--- src/rtl/riscv_instr_decoder_if.sv ---
// Handshake/bus bundle for riscv_instr_decoder.
//   in_*      : instruction word source (valid/ready, word, PC)
//   out_*     : decoded result to consumer (valid/ready, decoded fields, PC)
//   *_cnt     : wrap-around counts of decoded and illegal words
// slave is the decoder view, master is the source/consumer view.
interface riscv_instr_decoder_if #(
    parameter int unsigned CNT_W = 32
);
    logic             in_valid;
    logic             in_ready;
    logic [31:0]      in_instr;
    logic [31:0]      in_pc;
    logic             out_valid;
    logic             out_ready;
    logic [5:0]       out_name;
    logic [3:0]       out_format;
    logic [3:0]       out_category;
    logic [4:0]       out_rd;
    logic [4:0]       out_rs1;
    logic [4:0]       out_rs2;
    logic [31:0]      out_imm;
    logic             out_illegal;
    logic [31:0]      out_pc;
    logic [CNT_W-1:0] decoded_cnt;
    logic [CNT_W-1:0] illegal_cnt;

    modport slave (
        input  in_valid, in_instr, in_pc, out_ready,
        output in_ready, out_valid, out_name, out_format, out_category,
               out_rd, out_rs1, out_rs2, out_imm, out_illegal, out_pc,
               decoded_cnt, illegal_cnt
    );

    modport master (
        output in_valid, in_instr, in_pc, out_ready,
        input  in_ready, out_valid, out_name, out_format, out_category,
               out_rd, out_rs1, out_rs2, out_imm, out_illegal, out_pc,
               decoded_cnt, illegal_cnt
    );
endinterface

--- src/rtl/riscv_instr_decoder.sv ---
// Two-stage elastic RV32I instruction decoder.
//   clk, rst_n : clock, async active-low reset
//   flush      : synchronous drop of all in-flight words
//   bus        : riscv_instr_decoder_if.slave (input word, decoded output, counters)
// S1 holds the raw word/PC, S2 holds the full decode; outputs come straight from S2.
module riscv_instr_decoder #(
    parameter int unsigned CNT_W = 32
) (
    input  logic                  clk,
    input  logic                  rst_n,
    input  logic                  flush,
    riscv_instr_decoder_if.slave  bus
);
    typedef enum logic [5:0] {
        LUI, AUIPC, JAL, JALR, BEQ, BNE, BLT, BGE, BLTU, BGEU,
        LB, LH, LW, LBU, LHU, SB, SH, SW,
        ADDI, SLTI, SLTIU, XORI, ORI, ANDI, SLLI, SRLI, SRAI,
        ADD, SUB, SLL, SLT, SLTU, XOR, SRL, SRA, OR, AND,
        NOP, FENCE, FENCEI, ECALL, EBREAK,
        CSRRW, CSRRS, CSRRC, CSRRWI, CSRRSI, CSRRCI
    } name_e;

    typedef enum logic [3:0] {
        FMT_J, FMT_U, FMT_I, FMT_I_SHIFT, FMT_B, FMT_R, FMT_S
    } fmt_e;

    typedef enum logic [3:0] {
        CAT_LOAD, CAT_STORE, CAT_SHIFT, CAT_ARITH, CAT_LOGICAL, CAT_COMPARE,
        CAT_BRANCH, CAT_JUMP, CAT_SYNCH, CAT_SYSTEM, CAT_COUNTER, CAT_CSR
    } cat_e;

    typedef struct packed {
        name_e       name;
        fmt_e        fmt;
        cat_e        cat;
        logic [4:0]  rd;
        logic [4:0]  rs1;
        logic [4:0]  rs2;
        logic [31:0] imm;
        logic        ill;
    } dec_t;

    logic             r_s1_valid;
    logic [31:0]      r_s1_instr;
    logic [31:0]      r_s1_pc;
    logic             r_s2_valid;
    dec_t             r_s2_dec;
    logic [31:0]      r_s2_pc;
    logic [CNT_W-1:0] r_dec_cnt;
    logic [CNT_W-1:0] r_ill_cnt;

    logic             w_s1_adv;
    logic             w_s2_adv;
    logic [6:0]       w_op;
    logic [2:0]       w_f3;
    logic [6:0]       w_f7;
    name_e            w_name;
    fmt_e             w_fmt;
    cat_e             w_cat;
    logic             w_ok;
    logic             w_noregs;
    logic             w_csr;
    dec_t             w_dec;

    // Elastic pipeline control: a stage moves when it is empty or its successor moves.
    assign w_s2_adv    = !r_s2_valid || bus.out_ready;
    assign w_s1_adv    = !r_s1_valid || w_s2_adv;
    assign bus.in_ready = w_s1_adv;

    assign w_op = r_s1_instr[6:0];
    assign w_f3 = r_s1_instr[14:12];
    assign w_f7 = r_s1_instr[31:25];

    // Instruction class: name, format, category and legality from opcode/funct fields.
    always_comb begin
        w_ok     = 1'b1;
        w_name   = LUI;
        w_fmt    = FMT_I;
        w_cat    = CAT_ARITH;
        w_noregs = 1'b0;
        w_csr    = 1'b0;
        case (w_op)
            7'b0110111: begin w_name = LUI;   w_fmt = FMT_U; end
            7'b0010111: begin w_name = AUIPC; w_fmt = FMT_U; end
            7'b1101111: begin w_name = JAL;   w_fmt = FMT_J; w_cat = CAT_JUMP; end
            7'b1100111: begin
                w_name = JALR;
                w_cat  = CAT_JUMP;
                w_ok   = (w_f3 == 3'b000);
            end
            7'b1100011: begin
                w_fmt = FMT_B;
                w_cat = CAT_BRANCH;
                case (w_f3)
                    3'b000:  w_name = BEQ;
                    3'b001:  w_name = BNE;
                    3'b100:  w_name = BLT;
                    3'b101:  w_name = BGE;
                    3'b110:  w_name = BLTU;
                    3'b111:  w_name = BGEU;
                    default: w_ok   = 1'b0;
                endcase
            end
            7'b0000011: begin
                w_cat = CAT_LOAD;
                case (w_f3)
                    3'b000:  w_name = LB;
                    3'b001:  w_name = LH;
                    3'b010:  w_name = LW;
                    3'b100:  w_name = LBU;
                    3'b101:  w_name = LHU;
                    default: w_ok   = 1'b0;
                endcase
            end
            7'b0100011: begin
                w_fmt = FMT_S;
                w_cat = CAT_STORE;
                case (w_f3)
                    3'b000:  w_name = SB;
                    3'b001:  w_name = SH;
                    3'b010:  w_name = SW;
                    default: w_ok   = 1'b0;
                endcase
            end
            7'b0010011: begin
                case (w_f3)
                    // addi x0,x0,0 is reported as its own pseudo-instruction
                    3'b000: w_name = (r_s1_instr == 32'h0000_0013) ? NOP : ADDI;
                    3'b010: begin w_name = SLTI;  w_cat = CAT_COMPARE; end
                    3'b011: begin w_name = SLTIU; w_cat = CAT_COMPARE; end
                    3'b100: begin w_name = XORI;  w_cat = CAT_LOGICAL; end
                    3'b110: begin w_name = ORI;   w_cat = CAT_LOGICAL; end
                    3'b111: begin w_name = ANDI;  w_cat = CAT_LOGICAL; end
                    3'b001: begin
                        w_name = SLLI;
                        w_fmt  = FMT_I_SHIFT;
                        w_cat  = CAT_SHIFT;
                        w_ok   = (w_f7 == 7'b0000000);
                    end
                    default: begin
                        w_fmt = FMT_I_SHIFT;
                        w_cat = CAT_SHIFT;
                        if (w_f7 == 7'b0000000)      w_name = SRLI;
                        else if (w_f7 == 7'b0100000) w_name = SRAI;
                        else                         w_ok   = 1'b0;
                    end
                endcase
            end
            7'b0110011: begin
                w_fmt = FMT_R;
                if (w_f7 == 7'b0000000) begin
                    case (w_f3)
                        3'b000:  w_name = ADD;
                        3'b001:  begin w_name = SLL;  w_cat = CAT_SHIFT;   end
                        3'b010:  begin w_name = SLT;  w_cat = CAT_COMPARE; end
                        3'b011:  begin w_name = SLTU; w_cat = CAT_COMPARE; end
                        3'b100:  begin w_name = XOR;  w_cat = CAT_LOGICAL; end
                        3'b101:  begin w_name = SRL;  w_cat = CAT_SHIFT;   end
                        3'b110:  begin w_name = OR;   w_cat = CAT_LOGICAL; end
                        default: begin w_name = AND;  w_cat = CAT_LOGICAL; end
                    endcase
                end else if (w_f7 == 7'b0100000 && w_f3 == 3'b000) begin
                    w_name = SUB;
                end else if (w_f7 == 7'b0100000 && w_f3 == 3'b101) begin
                    w_name = SRA;
                    w_cat  = CAT_SHIFT;
                end else begin
                    w_ok = 1'b0;
                end
            end
            7'b0001111: begin
                w_cat    = CAT_SYNCH;
                w_noregs = 1'b1;
                case (w_f3)
                    3'b000:  w_name = FENCE;
                    3'b001:  w_name = FENCEI;
                    default: w_ok   = 1'b0;
                endcase
            end
            7'b1110011: begin
                if (w_f3 == 3'b000) begin
                    w_cat    = CAT_SYSTEM;
                    w_noregs = 1'b1;
                    if (r_s1_instr == 32'h0000_0073)      w_name = ECALL;
                    else if (r_s1_instr == 32'h0010_0073) w_name = EBREAK;
                    else                                  w_ok   = 1'b0;
                end else begin
                    w_cat = CAT_CSR;
                    w_csr = 1'b1;
                    case (w_f3)
                        3'b001:  w_name = CSRRW;
                        3'b010:  w_name = CSRRS;
                        3'b011:  w_name = CSRRC;
                        3'b101:  w_name = CSRRWI;
                        3'b110:  w_name = CSRRSI;
                        3'b111:  w_name = CSRRCI;
                        default: w_ok   = 1'b0;
                    endcase
                end
            end
            default: w_ok = 1'b0;
        endcase
        if (r_s1_instr[1:0] != 2'b11) w_ok = 1'b0;
    end

    // Register fields and immediate; illegal words collapse to all-zero with ill set.
    always_comb begin
        w_dec = '0;
        if (w_ok) begin
            w_dec.name = w_name;
            w_dec.fmt  = w_fmt;
            w_dec.cat  = w_cat;
            w_dec.rd   = (w_fmt == FMT_S || w_fmt == FMT_B) ? 5'd0 : r_s1_instr[11:7];
            w_dec.rs1  = (w_fmt == FMT_U || w_fmt == FMT_J) ? 5'd0 : r_s1_instr[19:15];
            w_dec.rs2  = (w_fmt == FMT_R || w_fmt == FMT_S || w_fmt == FMT_B)
                         ? r_s1_instr[24:20] : 5'd0;
            if (w_noregs) begin
                w_dec.rd  = 5'd0;
                w_dec.rs1 = 5'd0;
                w_dec.rs2 = 5'd0;
            end
            case (w_fmt)
                // CSR forms carry the unsigned CSR address in the immediate
                FMT_I:       w_dec.imm = w_csr ? {20'd0, r_s1_instr[31:20]}
                                               : {{20{r_s1_instr[31]}}, r_s1_instr[31:20]};
                FMT_I_SHIFT: w_dec.imm = {27'd0, r_s1_instr[24:20]};
                FMT_S:       w_dec.imm = {{20{r_s1_instr[31]}}, r_s1_instr[31:25], r_s1_instr[11:7]};
                FMT_B:       w_dec.imm = {{19{r_s1_instr[31]}}, r_s1_instr[31], r_s1_instr[7],
                                          r_s1_instr[30:25], r_s1_instr[11:8], 1'b0};
                FMT_U:       w_dec.imm = {r_s1_instr[31:12], 12'd0};
                FMT_J:       w_dec.imm = {{11{r_s1_instr[31]}}, r_s1_instr[31], r_s1_instr[19:12],
                                          r_s1_instr[20], r_s1_instr[30:21], 1'b0};
                default:     w_dec.imm = 32'd0;
            endcase
        end else begin
            w_dec.ill = 1'b1;
        end
    end

    // S1: raw word capture; flush wins over a same-cycle input handshake.
    always_ff @(posedge clk or negedge rst_n) begin
        if (!rst_n) begin
            r_s1_valid <= 1'b0;
            r_s1_instr <= 32'd0;
            r_s1_pc    <= 32'd0;
        end else begin
            if (flush)         r_s1_valid <= 1'b0;
            else if (w_s1_adv) r_s1_valid <= bus.in_valid;
            if (w_s1_adv && bus.in_valid && !flush) begin
                r_s1_instr <= bus.in_instr;
                r_s1_pc    <= bus.in_pc;
            end
        end
    end

    // S2: decoded result, held while the consumer stalls.
    always_ff @(posedge clk or negedge rst_n) begin
        if (!rst_n) begin
            r_s2_valid <= 1'b0;
            r_s2_dec   <= '0;
            r_s2_pc    <= 32'd0;
        end else begin
            if (flush)         r_s2_valid <= 1'b0;
            else if (w_s2_adv) r_s2_valid <= r_s1_valid;
            if (w_s2_adv && r_s1_valid && !flush) begin
                r_s2_dec <= w_dec;
                r_s2_pc  <= r_s1_pc;
            end
        end
    end

    // Output-handshake counters; a handshake coincident with flush still counts.
    always_ff @(posedge clk or negedge rst_n) begin
        if (!rst_n) begin
            r_dec_cnt <= '0;
            r_ill_cnt <= '0;
        end else if (r_s2_valid && bus.out_ready) begin
            if (r_s2_dec.ill) r_ill_cnt <= r_ill_cnt + CNT_W'(1);
            else              r_dec_cnt <= r_dec_cnt + CNT_W'(1);
        end
    end

    assign bus.out_valid    = r_s2_valid;
    assign bus.out_name     = r_s2_dec.name;
    assign bus.out_format   = r_s2_dec.fmt;
    assign bus.out_category = r_s2_dec.cat;
    assign bus.out_rd       = r_s2_dec.rd;
    assign bus.out_rs1      = r_s2_dec.rs1;
    assign bus.out_rs2      = r_s2_dec.rs2;
    assign bus.out_imm      = r_s2_dec.imm;
    assign bus.out_illegal  = r_s2_dec.ill;
    assign bus.out_pc       = r_s2_pc;
    assign bus.decoded_cnt  = r_dec_cnt;
    assign bus.illegal_cnt  = r_ill_cnt;
endmodule

--- src/flat_wrapper.sv ---
// flat-port wrapper written by rule: the top's interface ports become plain ports
module riscv_instr_decoder_flat 
#(
    parameter int unsigned CNT_W = 32
)
  (clk, rst_n, flush, bus_in_valid, bus_in_instr, bus_in_pc, bus_out_ready, bus_in_ready, bus_out_valid, bus_out_name, bus_out_format, bus_out_category, bus_out_rd, bus_out_rs1, bus_out_rs2, bus_out_imm, bus_out_illegal, bus_out_pc, bus_decoded_cnt, bus_illegal_cnt);
  riscv_instr_decoder_if #(.CNT_W(CNT_W)) bus_i ();
  input  logic clk;
  input  logic rst_n;
  input  logic flush;
  input wire logic [$bits(bus_i.in_valid)-1:0] bus_in_valid;
  input wire logic [$bits(bus_i.in_instr)-1:0] bus_in_instr;
  input wire logic [$bits(bus_i.in_pc)-1:0] bus_in_pc;
  input wire logic [$bits(bus_i.out_ready)-1:0] bus_out_ready;
  output wire logic [$bits(bus_i.in_ready)-1:0] bus_in_ready;
  output wire logic [$bits(bus_i.out_valid)-1:0] bus_out_valid;
  output wire logic [$bits(bus_i.out_name)-1:0] bus_out_name;
  output wire logic [$bits(bus_i.out_format)-1:0] bus_out_format;
  output wire logic [$bits(bus_i.out_category)-1:0] bus_out_category;
  output wire logic [$bits(bus_i.out_rd)-1:0] bus_out_rd;
  output wire logic [$bits(bus_i.out_rs1)-1:0] bus_out_rs1;
  output wire logic [$bits(bus_i.out_rs2)-1:0] bus_out_rs2;
  output wire logic [$bits(bus_i.out_imm)-1:0] bus_out_imm;
  output wire logic [$bits(bus_i.out_illegal)-1:0] bus_out_illegal;
  output wire logic [$bits(bus_i.out_pc)-1:0] bus_out_pc;
  output wire logic [$bits(bus_i.decoded_cnt)-1:0] bus_decoded_cnt;
  output wire logic [$bits(bus_i.illegal_cnt)-1:0] bus_illegal_cnt;
  assign bus_i.in_valid = bus_in_valid;
  assign bus_i.in_instr = bus_in_instr;
  assign bus_i.in_pc = bus_in_pc;
  assign bus_i.out_ready = bus_out_ready;
  assign bus_in_ready = bus_i.in_ready;
  assign bus_out_valid = bus_i.out_valid;
  assign bus_out_name = bus_i.out_name;
  assign bus_out_format = bus_i.out_format;
  assign bus_out_category = bus_i.out_category;
  assign bus_out_rd = bus_i.out_rd;
  assign bus_out_rs1 = bus_i.out_rs1;
  assign bus_out_rs2 = bus_i.out_rs2;
  assign bus_out_imm = bus_i.out_imm;
  assign bus_out_illegal = bus_i.out_illegal;
  assign bus_out_pc = bus_i.out_pc;
  assign bus_decoded_cnt = bus_i.decoded_cnt;
  assign bus_illegal_cnt = bus_i.illegal_cnt;
  riscv_instr_decoder #(.CNT_W(CNT_W)) u_core (.clk(clk), .rst_n(rst_n), .flush(flush), .bus(bus_i));
endmodule
--- config.mk ---
export PLATFORM = sky130hd
export DESIGN_NAME = riscv_instr_decoder_flat
export DESIGN_NICKNAME = d
export VERILOG_FILES = /design/src/rtl/riscv_instr_decoder_if.sv /design/src/rtl/riscv_instr_decoder.sv /design/src/flat_wrapper.sv
export SDC_FILE = /design/constraint.sdc
export NUM_CORES = 1
export LEC_CHECK = 0
export ABC_AREA = 0
export BUFFER_PORTS_ARGS = -buffer_cell sky130_fd_sc_hd__buf_2
export CORE_ASPECT_RATIO = 0.8
export CORE_UTILIZATION = 32
export DETAILED_ROUTE_END_ITERATION = 16
export PLACE_DENSITY = 0.59
export SETUP_SLACK_MARGIN = 0.1
export SLEW_MARGIN = 10
export SYNTH_ARGS = -nofsm -noshare
export SYNTH_HDL_FRONTEND = slang
export SYNTH_SLANG_ARGS = --single-unit
--- constraint.sdc ---
create_clock -name clk -period 2.7 [get_ports clk]
set_input_delay 0.27 -clock clk [delete_from_list [all_inputs] [get_ports clk]]
set_output_delay 0.27 -clock clk [all_outputs]
set_load 0.02 [all_outputs]
==> flow_results.xml, run 1 <==
<?xml version="1.0" encoding="UTF-8"?>
<metrics>
  <group name="placement">
    <metric name="post-place-cells" unit="">1590</metric>
    <metric name="hpwl" unit="mm">21.6</metric>
    <metric name="pre_cts_ws" unit="ps">234</metric>
    <metric name="portBuffers" unit="">227</metric>
    <metric name="place_congestion" unit="">0.938</metric>
  </group>
  <group name="yosys">
    <metric name="ys_top_cells_by_area" unit="">dfrtp_1, mux2_2, nand2_1</metric>
    <metric name="postSynthNetCount" unit="">1013</metric>
    <metric name="avg_synthesized_cell_area" unit="um^2">10.6</metric>
    <metric name="ys_ff_latch" unit="">223</metric>
    <metric name="post_synth_inst_count" unit="">942</metric>
    <metric name="number_of_synthesized_flops_with_an_enable_pin" unit="">0</metric>
    <metric name="most_common_cell_in_the_synthesized_netlist" unit="">dfrtp_1</metric>
    <metric name="netlist.top_cell.by_area" unit="">dfrtp_1</metric>
    <metric name="netlist.area_leader.share" unit="%">55.9</metric>
    <metric name="synth_common_cells" unit="">dfrtp_1, nand2_1, mux2_2</metric>
    <metric name="synth_cell_type_count" unit="">73</metric>
    <metric name="postSynth.asyncResetShare" unit="%">100</metric>
    <metric name="yosysSeqAreaShare" unit="%">55.9</metric>
    <metric name="synth_ff_type" unit="">dfrtp_1</metric>
    <metric name="total_of_warnings_raised_by_yosys" unit="">0</metric>
    <metric name="cell_area_synth" unit="mm^2">0.00998</metric>
  </group>
  <group name="run_status">
    <metric name="run_status" unit="">completed</metric>
  </group>
  <group name="route">
    <metric name="drcViolationCount" unit="">0</metric>
    <metric name="drt_wl_total" unit="mm">30.2</metric>
    <metric name="vias" unit="">8431</metric>
    <metric name="detailedRoute.firstIterationViolations" unit="">498</metric>
    <metric name="routed_via_density" unit="">4.94</metric>
    <metric name="final_antenna_net_count" unit="">0</metric>
    <metric name="detailedRoute.firstPassIterationCount" unit="">6</metric>
    <metric name="wl_per_cell" unit="um">17.7</metric>
  </group>
  <group name="pwr">
    <metric name="irDropWorstVdd" unit="uV">454</metric>
    <metric name="power.combinational.fraction" unit="%">18.2</metric>
    <metric name="finalPower" unit="mW">9.08</metric>
    <metric name="cellInternalPower" unit="mW">6.44</metric>
    <metric name="power.sequential.fraction" unit="%">44.1</metric>
    <metric name="power.density_cell_area" unit="mW/mm^2">674</metric>
    <metric name="power_switching_share" unit="%">29.1</metric>
    <metric name="share_clk_of_total_power" unit="%">37.8</metric>
    <metric name="leakage" unit="nW">6.59</metric>
    <metric name="p_switching" unit="mW">2.64</metric>
  </group>
  <group name="cells_and_area">
    <metric name="area.growth.synth_to_final" unit="%">35.1</metric>
    <metric name="post-route-util" unit="%">44.2</metric>
    <metric name="layout.filler_cells" unit="">3023</metric>
    <metric name="drive_above_1_share" unit="%">31.8</metric>
    <metric name="design.final.nets" unit="">1345</metric>
    <metric name="fin_cells" unit="">1705</metric>
  </group>
  <group name="sta">
    <metric name="hold_viol" unit="">0</metric>
    <metric name="finalSetupViolCount" unit="">0</metric>
    <metric name="setup_total_negative_slack" unit="ps">0</metric>
    <metric name="rsz0062_at_grt" unit="">no</metric>
    <metric name="clock_skew_after_layout" unit="ps">14.1</metric>
    <metric name="max_clock_freq" unit="MHz">412</metric>
    <metric name="timing.final.max_slew_violations" unit="">0</metric>
    <metric name="finalWorstSetupSlack" unit="ps">273</metric>
    <metric name="fin_crit_sh" unit="%">89.9</metric>
    <metric name="worst_slew_margin_rel" unit="%">46.6</metric>
    <metric name="layout_min_cycle_time" unit="ps">2430</metric>
    <metric name="max_slew.worst_pin.slew" unit="ps">780</metric>
  </group>
  <group name="floorplan">
    <metric name="start_util" unit="%">32.7</metric>
    <metric name="overall_die_area" unit="mm^2">0.0319</metric>
    <metric name="placementRows" unit="">57</metric>
    <metric name="core" unit="mm^2">0.0305</metric>
    <metric name="pin_count" unit="">229</metric>
    <metric name="die_x" unit="um">199</metric>
    <metric name="die_h" unit="um">160</metric>
  </group>
  <group name="global_routing">
    <metric name="antenna_found_initial" unit="">1</metric>
    <metric name="grt_start_max_net_pins" unit="">76</metric>
    <metric name="grt_overflow_total" unit="">0</metric>
    <metric name="number_of_global_route_vias_before_repair" unit="">8450</metric>
    <metric name="global_route_wire_length_before_repair" unit="mm">48.0</metric>
    <metric name="grtUsageTotal" unit="%">19.1</metric>
  </group>
  <group name="setup_path">
    <metric name="worstPathMaxFanout" unit="">12</metric>
    <metric name="cp_data_required_time" unit="ps">3160</metric>
    <metric name="crit_path_start_kind" unit="">register</metric>
    <metric name="cp.arrival" unit="ps">2890</metric>
    <metric name="worst_r2r_path_depth" unit="">7</metric>
    <metric name="path_class" unit="">register to register</metric>
    <metric name="setup.worst_path.end_class" unit="">register</metric>
  </group>
  <group name="clock_tree">
    <metric name="cts_tree" unit="">built</metric>
    <metric name="htree_levels" unit="">1</metric>
    <metric name="clock_network_latency_to_the_later_pin_of_the_worst_skew_pair" unit="ps">530</metric>
    <metric name="worst_setup_hold_path_clk_slew" unit="ps">60</metric>
    <metric name="clock_tree.buffer_depth" unit="">3</metric>
    <metric name="cts.sinks" unit="">223</metric>
    <metric name="clock_tree.root_cell" unit="">clkbuf_16</metric>
    <metric name="cts_inserted_buffers" unit="">25</metric>
  </group>
  <group name="min_path">
    <metric name="hold_depth" unit="">4</metric>
    <metric name="hold_path.class" unit="">input pin to register</metric>
  </group>
  <group name="flow_run">
    <metric name="maxCapViolations" unit="">0</metric>
  </group>
</metrics>
## worst max-delay path, cell delays in order, from the launching register on
cell,delay [ps]
dfrtp_1,410
nor4_1,470
nand3_1,310
nor4_1,440
a211o_1,190
o21a_1,160
buf_4,210
a32o_1,180
## timing repair
item,CTS,global route
resized for setup,0,2
endpoints found under the hold margin,120,0
endpoints found under the setup margin,0,57
setup buffers,0,2
hold buffers,68,0
## metal layers
metal	track usage (%)	part of all wire [%]	up-vias
met5	0	0	-
met4	4.68	2.2	0
met3	4.44	7.1	40
met2	28.0	43	276
met1	28.3	48	4145
li1	-	-	3970
## power groups by stage
stage	combinational (mW)	sequential [mW]	clock, mW
3_5_place_dp	1.58	4.05	0
6_report	1.65	4.00	3.43
5_1_grt	1.81	4.05	3.66
3_3_place_gp	1.57	4.04	0
2_1_floorplan	0.696	4.21	0
4_1_cts	1.65	4.00	3.54
## cells by family after synthesis
logic type               synth area share [%]
AND/OR/NAND/NOR                          17.3
AO/OA/AOI/OAI                            10.8
other                                  0.0376
flip-flops                               55.9
multiplexers                             7.56
XOR/XNOR                                 5.44
buffers and inverters                    2.55
adder cells (fa/ha/maj)                 0.351
## through the flow
step | hold slack (ps) | instance area, um^2
floorplan | -25.6 | 9980
CTS | 151 | 13500
finish | 169 | 13500
detailed placement | 237 | 12000
global route | 197 | 13500
global placement | 230 | 12000
## flip-flops by register name, indices dropped and copies added, names as in the netlist
signal / flops
u_core.bus.out_name: 6
u_core.bus.out_illegal: 1
u_core.r_s1_valid: 1
u_core.bus.out_pc: 32
u_core.bus.out_imm: 32
u_core.bus.out_rs1: 5
u_core.bus.out_format: 3
u_core.bus.illegal_cnt: 32
u_core.bus.decoded_cnt: 32
u_core.bus.out_rd: 5
u_core.bus.out_category: 4
u_core.bus.out_valid: 1
u_core.r_s1_instr: 32
u_core.r_s1_pc: 32
u_core.bus.out_rs2: 5
## path summary, 6_finish.rpt
check	slack, ps	end	startpoint
worst min register to register	460	u_core.bus.out_pc[6]	u_core.r_s1_pc[6]
worst max register to register	270	u_core.bus.out_imm[10]	u_core.r_s1_instr[19]
worst min-delay path	170	u_core.bus.out_valid	bus_out_ready
max in group asynchronous	1580	u_core.bus.out_pc[26]	rst_n
min in group asynchronous	260	u_core.bus.out_format[2]	rst_n
worst max-delay path	270	u_core.bus.out_imm[10]	u_core.r_s1_instr[19]
## layout by cell type (no fill, tap or decap), types with 31 or more instances in the layout
| master | instances |
|---|---|
| mux2_2 | 67 |
| o21ai_0 | 44 |
| nor2_1 | 35 |
| xnor2_1 | 42 |
| dlygate4sd3_1 | 68 |
| buf_2 | 226 |
| buf_4 | 54 |
| a21oi_1 | 31 |
| nand3_1 | 41 |
| dfrtp_1 | 222 |
| nand2_1 | 191 |
## layout make-up
class	count	area, um^2	area share (%)
Sequential cell	223	5580	41.4
Multi-Input combinational cell	657	4160	30.9
Timing Repair Buffer	355	2350	17.5
Clock buffer	39	738	5.48
Tap cell	413	517	3.83
Clock inverter	5	80.1	0.594
Inverter	12	45.0	0.334
Antenna cell	1	2.50	0.0186
No activity file was read; power rests on OpenSTA's default activity.
==> run 2, diff against run 1 <==
- BUFFER_PORTS_ARGS: -buffer_cell sky130_fd_sc_hd__buf_2 -> unset
- DONT_BUFFER_PORTS: unset -> 1
- PLACE_DENSITY: 0.59 -> 0.53
==> run 2 against run 1 <==
  * The flow now finishes with violations (hold timing)
  * Cell count is 13% lower
  * Clock power increased by 4%
  * Combinational power down 38%
  * Power decreased by 1.8%
  * Count of clock-buffer cells in the layout is 3 lower
  * Sequential cell count unchanged
  * Clock skew fell by 3.1 ps
  * Critical path depth unchanged
  * Worst setup slack got worse by 2.2 ps
  * Sequential share of layout area increased by 3.9 points
  * Highest routed layer is now met5
==> flow_results.xml, run 2 (same netlist as run 1, synthesis figures left out) <==
<?xml version="1.0" encoding="UTF-8"?>
<metrics>
  <group name="cells_and_area">
    <metric name="area.growth.synth_to_final" unit="%">23.4</metric>
    <metric name="post-route-util" unit="%">40.3</metric>
    <metric name="final_design_area_no_fill" unit="mm^2">0.0123</metric>
    <metric name="most_used_cells_in_the_layout_excluding_fill_and_tap_cells" unit="">dfrtp_1, nand2_1, mux2_2, dlygate4sd3_1, buf_4</metric>
    <metric name="most_common_cell_after_layout_fill_and_taps_aside" unit="">dfrtp_1</metric>
    <metric name="design.final.nets" unit="">1115</metric>
    <metric name="drive_above_1_share" unit="%">17.9</metric>
    <metric name="fin_cells" unit="">1477</metric>
  </group>
  <group name="clock_tree">
    <metric name="post_cts_hold_buffer_count" unit="">67</metric>
    <metric name="cts_inserted_buffers" unit="">26</metric>
    <metric name="htree_levels" unit="">1</metric>
    <metric name="clock_network_latency_to_the_later_pin_of_the_worst_skew_pair" unit="ps">530</metric>
    <metric name="cts_tree" unit="">built</metric>
    <metric name="clock_tree.buffer_depth" unit="">3</metric>
    <metric name="post-cts-setup-buffer-count" unit="">0</metric>
    <metric name="clock_tree.root_cell" unit="">clkbuf_16</metric>
    <metric name="cts.sinks" unit="">223</metric>
    <metric name="worst_setup_hold_path_clk_slew" unit="ps">60</metric>
  </group>
  <group name="floorplan">
    <metric name="die_h" unit="um">160</metric>
    <metric name="core" unit="mm^2">0.0305</metric>
    <metric name="start_util" unit="%">32.7</metric>
    <metric name="overall_die_area" unit="mm^2">0.0319</metric>
    <metric name="pin_count" unit="">229</metric>
    <metric name="placementRows" unit="">57</metric>
    <metric name="die_x" unit="um">199</metric>
  </group>
  <group name="route">
    <metric name="final_antenna_net_count" unit="">0</metric>
    <metric name="detailedRoute.firstIterationViolations" unit="">429</metric>
    <metric name="drt_wl_total" unit="mm">29.1</metric>
    <metric name="vias" unit="">7570</metric>
    <metric name="detailedRoute.firstPassIterationCount" unit="">5</metric>
    <metric name="wl_per_cell" unit="um">19.7</metric>
    <metric name="drcViolationCount" unit="">0</metric>
    <metric name="routed_via_density" unit="">5.13</metric>
  </group>
  <group name="setup_path">
    <metric name="crit_path_cell_trace" unit="">nor3_4 -&gt; nand3_1 -&gt; nor4_1 -&gt; buf_4 -&gt; a2bb2oi_1 -&gt; o221ai_1 -&gt; a32o_1</metric>
    <metric name="path_class" unit="">register to register</metric>
    <metric name="worstPathMaxFanout" unit="">14</metric>
    <metric name="critical-path-slowest-cell" unit="">dfrtp_1</metric>
    <metric name="cp_slowest_stage_delay" unit="ps">610</metric>
    <metric name="setup.worst_path.end_class" unit="">register</metric>
    <metric name="crit_path_start_kind" unit="">register</metric>
    <metric name="cp.arrival" unit="ps">2850</metric>
    <metric name="cp_data_required_time" unit="ps">3120</metric>
  </group>
  <group name="sta">
    <metric name="timing.final.max_slew_violations" unit="">0</metric>
    <metric name="hold_viol" unit="">223</metric>
    <metric name="worst_slew_margin_rel" unit="%">45.7</metric>
    <metric name="max_slew.worst_pin.slew" unit="ps">794</metric>
    <metric name="max_clock_freq" unit="MHz">412</metric>
    <metric name="layout_min_cycle_time" unit="ps">2430</metric>
    <metric name="finalSetupViolCount" unit="">0</metric>
    <metric name="setup_total_negative_slack" unit="ps">0</metric>
    <metric name="worst_hold_slack_after_final_layout" unit="ps">-557</metric>
    <metric name="fin_crit_sh" unit="%">90.0</metric>
    <metric name="rsz0062_at_grt" unit="">no</metric>
    <metric name="clock_skew_after_layout" unit="ps">11.0</metric>
  </group>
  <group name="placement">
    <metric name="place_area" unit="mm^2">0.0107</metric>
    <metric name="hpwl" unit="mm">20.2</metric>
    <metric name="portBuffers" unit="">0</metric>
    <metric name="place_congestion" unit="">0.931</metric>
    <metric name="post-place-cells" unit="">1362</metric>
  </group>
  <group name="pwr">
    <metric name="power.sequential.fraction" unit="%">48.4</metric>
    <metric name="leakage" unit="nW">5.49</metric>
    <metric name="share_clk_of_total_power" unit="%">40.0</metric>
    <metric name="irDropWorstVdd" unit="uV">430</metric>
    <metric name="power_switching_share" unit="%">28.8</metric>
    <metric name="power.combinational.fraction" unit="%">11.6</metric>
    <metric name="power.density_cell_area" unit="mW/mm^2">724</metric>
    <metric name="p_switching" unit="mW">2.57</metric>
    <metric name="cellInternalPower" unit="mW">6.34</metric>
  </group>
  <group name="global_routing">
    <metric name="antenna_found_initial" unit="">2</metric>
    <metric name="grt_overflow_total" unit="">0</metric>
    <metric name="number_of_global_route_vias_before_repair" unit="">7546</metric>
    <metric name="grtUsageTotal" unit="%">18.3</metric>
    <metric name="global_route_wire_length_before_repair" unit="mm">45.2</metric>
    <metric name="grt_start_max_net_pins" unit="">224</metric>
  </group>
  <group name="run_status">
    <metric name="violations_in_the_final_reports" unit="">hold timing</metric>
    <metric name="run_status" unit="">complete, but fails checks</metric>
  </group>
  <group name="flow_run">
    <metric name="maxCapViolations" unit="">0</metric>
  </group>
  <group name="min_path">
    <metric name="hold_path.class" unit="">input pin to asynchronous set/reset pin</metric>
  </group>
</metrics>
## run 2: changes by cell type in the layout (fill, tap and decap cells not counted), sizes merged
cell and delta:
buf -230, clkinv +6, dlygate4sd3 -1, clkbuf -3
## run 2: power by group through the flow
stage | Combinational [mW] | Clock, mW | Sequential, mW
global route | 1.15 | 3.83 | 4.36
detailed placement | 0.949 | 0 | 4.37
CTS | 1.03 | 3.70 | 4.32
global placement | 0.934 | 0 | 4.37
finish | 1.03 | 3.57 | 4.31
floorplan | 0.696 | 0 | 4.21
## run 2: worst paths after layout
check	from	end	slack (ps)	depth (start not counted)
min reg2reg	u_core.r_s1_pc[3]	u_core.bus.out_pc[3]	460	2
max in group asynchronous	rst_n	u_core.bus.out_pc[28]	2930	0
min in group clk	bus_out_ready	u_core.bus.illegal_cnt[0]	70	2
min	rst_n	u_core.bus.illegal_cnt[11]	-560	0
max reg2reg	u_core.r_s1_instr[12]	u_core.bus.out_name[1]	270	7
max	u_core.r_s1_instr[12]	u_core.bus.out_name[1]	270	7
## run 2: final cells by class
cell class	count	area (um^2)
Fill cell	3009	18200
Timing Repair Buffer	124	1120
Multi-Input combinational cell	657	4170
Tap cell	413	517
Sequential cell	223	5580
Antenna cell	1	2.50
Clock inverter	11	110
Inverter	12	45.0
Clock buffer	36	759
## run 2: repair_timing
action | 4_1_cts | 5_1_grt
gates resized for setup | 0 | 4
endpoints found under the hold margin | 291 | 223
setup endpoints to repair | 0 | 17
## run 2: metrics by stage
| stage | power [mW] | setup WS, ps |
|---|---|---|
| global placement | 5.30 | 266 |
| detailed placement | 5.32 | 237 |
| finish | 8.92 | 271 |
| floorplan | 4.90 | 424 |
| global route | 9.35 | 112 |
| CTS | 9.04 | 215 |
## run 2: critical path, delay by kind of cell (launching register included)
family                 cells  cell delay (ps)
AND/OR/NAND/NOR            3              930
flip-flops                 1              610
buffers and inverters      1              200
AO/OA/AOI/OAI              3              580
## run 2: layer usage
layer	part of all wire (%)	GRT usage, %	vias to the layer above
met5	0.045	0	-
li1	-	-	3515
met1	46	26.5	3747
met2	42	26.1	273
met3	10	6.80	33
met4	1.3	3.12	2
==> run 3, diff against run 2 <==
- HOLD_SLACK_MARGIN: unset -> 0.12
==> run 3 against run 2 <==
  * The flow still finishes with violations (hold timing)
  * Clock skew up 1.7 ps
  * Clock power about the same
  * Register-to-register slack worse by 20 ps
  * Combinational power about the same
  * Routed wire length up 0.23%
  * Cell area up 0.16%
  * First-iteration DRC count down 0.23%
  * Critical path type unchanged
==> flow_results.xml, run 3 (same netlist as run 1, synthesis figures left out) <==
<?xml version="1.0" encoding="UTF-8"?>
<metrics>
  <group name="floorplan">
    <metric name="die_h" unit="um">160</metric>
    <metric name="pin_count" unit="">229</metric>
    <metric name="start_util" unit="%">32.7</metric>
    <metric name="placementRows" unit="">57</metric>
    <metric name="die_x" unit="um">199</metric>
    <metric name="overall_die_area" unit="mm^2">0.0319</metric>
    <metric name="core" unit="mm^2">0.0305</metric>
  </group>
  <group name="run_status">
    <metric name="run_status" unit="">complete, but fails checks</metric>
    <metric name="violations_in_the_final_reports" unit="">hold timing</metric>
  </group>
  <group name="setup_path">
    <metric name="setup.worst_path.end_class" unit="">register</metric>
    <metric name="cp.arrival" unit="ps">2870</metric>
    <metric name="worstPathMaxFanout" unit="">14</metric>
    <metric name="setup.reg_to_reg.worst_slack" unit="ps">250</metric>
    <metric name="path_class" unit="">register to register</metric>
    <metric name="cp_data_required_time" unit="ps">3120</metric>
    <metric name="crit_path_start_kind" unit="">register</metric>
  </group>
  <group name="sta">
    <metric name="timing.final.max_slew_violations" unit="">0</metric>
    <metric name="worst_slew_margin_rel" unit="%">42.7</metric>
    <metric name="finalSetupViolCount" unit="">0</metric>
    <metric name="worst_hold_slack_after_final_layout" unit="ps">-555</metric>
    <metric name="rsz0062_at_grt" unit="">no</metric>
    <metric name="layout_min_cycle_time" unit="ps">2450</metric>
    <metric name="hold_viol" unit="">223</metric>
    <metric name="max_slew.worst_pin.slew" unit="ps">838</metric>
    <metric name="clock_skew_after_layout" unit="ps">12.7</metric>
    <metric name="fin_crit_sh" unit="%">90.7</metric>
    <metric name="max_clock_freq" unit="MHz">408</metric>
    <metric name="setup_total_negative_slack" unit="ps">0</metric>
  </group>
  <group name="route">
    <metric name="detailedRoute.firstIterationViolations" unit="">428</metric>
    <metric name="detailedRoute.firstPassIterationCount" unit="">5</metric>
    <metric name="drt_wl_total" unit="mm">29.2</metric>
    <metric name="routed_via_density" unit="">5.12</metric>
    <metric name="vias" unit="">7572</metric>
    <metric name="wl_per_cell" unit="um">19.7</metric>
    <metric name="final_antenna_net_count" unit="">0</metric>
    <metric name="drcViolationCount" unit="">0</metric>
  </group>
  <group name="pwr">
    <metric name="finalPower" unit="mW">8.93</metric>
    <metric name="irDropWorstVdd" unit="uV">430</metric>
    <metric name="leakage" unit="nW">5.50</metric>
    <metric name="power.density_cell_area" unit="mW/mm^2">724</metric>
  </group>
  <group name="global_routing">
    <metric name="grt_overflow_total" unit="">0</metric>
    <metric name="grt.met2_usage" unit="%">26.2</metric>
    <metric name="gr-usage-met1" unit="%">26.5</metric>
    <metric name="number_of_global_route_vias_before_repair" unit="">7555</metric>
    <metric name="use_met3" unit="%">6.80</metric>
    <metric name="grtUsageTotal" unit="%">18.3</metric>
    <metric name="grt_start_max_net_pins" unit="">224</metric>
    <metric name="antenna_found_initial" unit="">2</metric>
    <metric name="busiest_layer" unit="">met1</metric>
    <metric name="global_route_wire_length_before_repair" unit="mm">45.2</metric>
  </group>
  <group name="cells_and_area">
    <metric name="fin_cells" unit="">1479</metric>
    <metric name="layout.filler_cells" unit="">3008</metric>
    <metric name="most_used_cells_in_the_layout_excluding_fill_and_tap_cells" unit="">dfrtp_1, nand2_1, dlygate4sd3_1, mux2_2, buf_4</metric>
    <metric name="most_common_cell_after_layout_fill_and_taps_aside" unit="">dfrtp_1</metric>
    <metric name="design.final.nets" unit="">1117</metric>
    <metric name="drive_above_1_share" unit="%">17.8</metric>
    <metric name="area.growth.synth_to_final" unit="%">23.6</metric>
  </group>
  <group name="clock_tree">
    <metric name="worst_setup_hold_path_clk_slew" unit="ps">60</metric>
    <metric name="clock_tree.buffer_depth" unit="">3</metric>
    <metric name="cts.sinks" unit="">223</metric>
    <metric name="clock_network_latency_to_the_later_pin_of_the_worst_skew_pair" unit="ps">530</metric>
    <metric name="cts_tree" unit="">built</metric>
    <metric name="cts_inserted_buffers" unit="">26</metric>
    <metric name="htree_levels" unit="">1</metric>
    <metric name="post_cts_hold_buffer_count" unit="">69</metric>
    <metric name="clock_tree.root_cell" unit="">clkbuf_16</metric>
    <metric name="post-cts-setup-buffer-count" unit="">0</metric>
  </group>
  <group name="placement">
    <metric name="hpwl" unit="mm">20.2</metric>
    <metric name="place_congestion" unit="">0.931</metric>
    <metric name="portBuffers" unit="">0</metric>
    <metric name="post-place-cells" unit="">1362</metric>
  </group>
  <group name="min_path">
    <metric name="hold_path.class" unit="">input pin to asynchronous set/reset pin</metric>
  </group>
  <group name="flow_run">
    <metric name="maxCapViolations" unit="">0</metric>
  </group>
</metrics>
run 3: cell types whose count changed in the layout (fill, tap and decap cells not counted):
cell,previous run,this run
dlygate4sd3_1,67,69
run 3: timing repair:
item,in CTS,in global routing
hold endpoints to repair,296,223
setup endpoints to repair,0,17
gates resized for setup,0,4
run 3: worst max-delay path, stage by stage (launching register included):
cell       delay, ps
dfrtp_1          620
nor3_4           280
nand3_1          240
nor4_1           410
buf_4            200
a2bb2oi_1        160
o221ai_1         140
a32o_1           280
run 3: worst paths after layout:
| kind | start | end | cells past startpoint |
|---|---|---|---|
| worst max-delay path | u_core.r_s1_instr[12] | u_core.bus.out_name[1] | 7 |
| worst min-delay path | rst_n | u_core.bus.illegal_cnt[11] | 0 |
| worst max register to register | u_core.r_s1_instr[12] | u_core.bus.out_name[1] | 7 |
| max in group asynchronous | rst_n | u_core.bus.out_pc[28] | 0 |
| worst min register to register | u_core.r_s1_pc[3] | u_core.bus.out_pc[3] | 2 |
| min in group clk | flush | u_core.bus.out_format[0] | 4 |
run 3: metal layers:
layer,up-vias,part of all wire [%]
met2,282,42
li1,3523,-
met1,3733,47
met5,-,0.045
met3,32,10
met4,2,1.3
run 3: stage by stage:
step                      utilization (%)  instance area, um^2  worst slack (ps)
after detailed placement             35.2                10700               237
after global placement               35.2                10700               266
final                                40.4                12300               250
after global routing                 40.4                12300               112
after floorplan                         -                 9980               424
after CTS                            40.3                12300               215
run 3: final cells by class:
type	instances	area, um^2	share of cell area (%)
Antenna cell	1	2.50	0.0203
Timing Repair Buffer	126	1140	9.28
Clock inverter	11	110	0.893
Clock buffer	36	759	6.16
Inverter	12	45.0	0.365
Multi-Input combinational cell	657	4170	33.8
Tap cell	413	517	4.19
Sequential cell	223	5580	45.3
run 3: power breakdown:
group	switching, mW	leakage (nW)	internal, mW
clock network	1.43	0.429	2.15
registers	0.625	2.88	3.69
logic	0.525	2.19	0.510
total	2.58	5.50	6.35
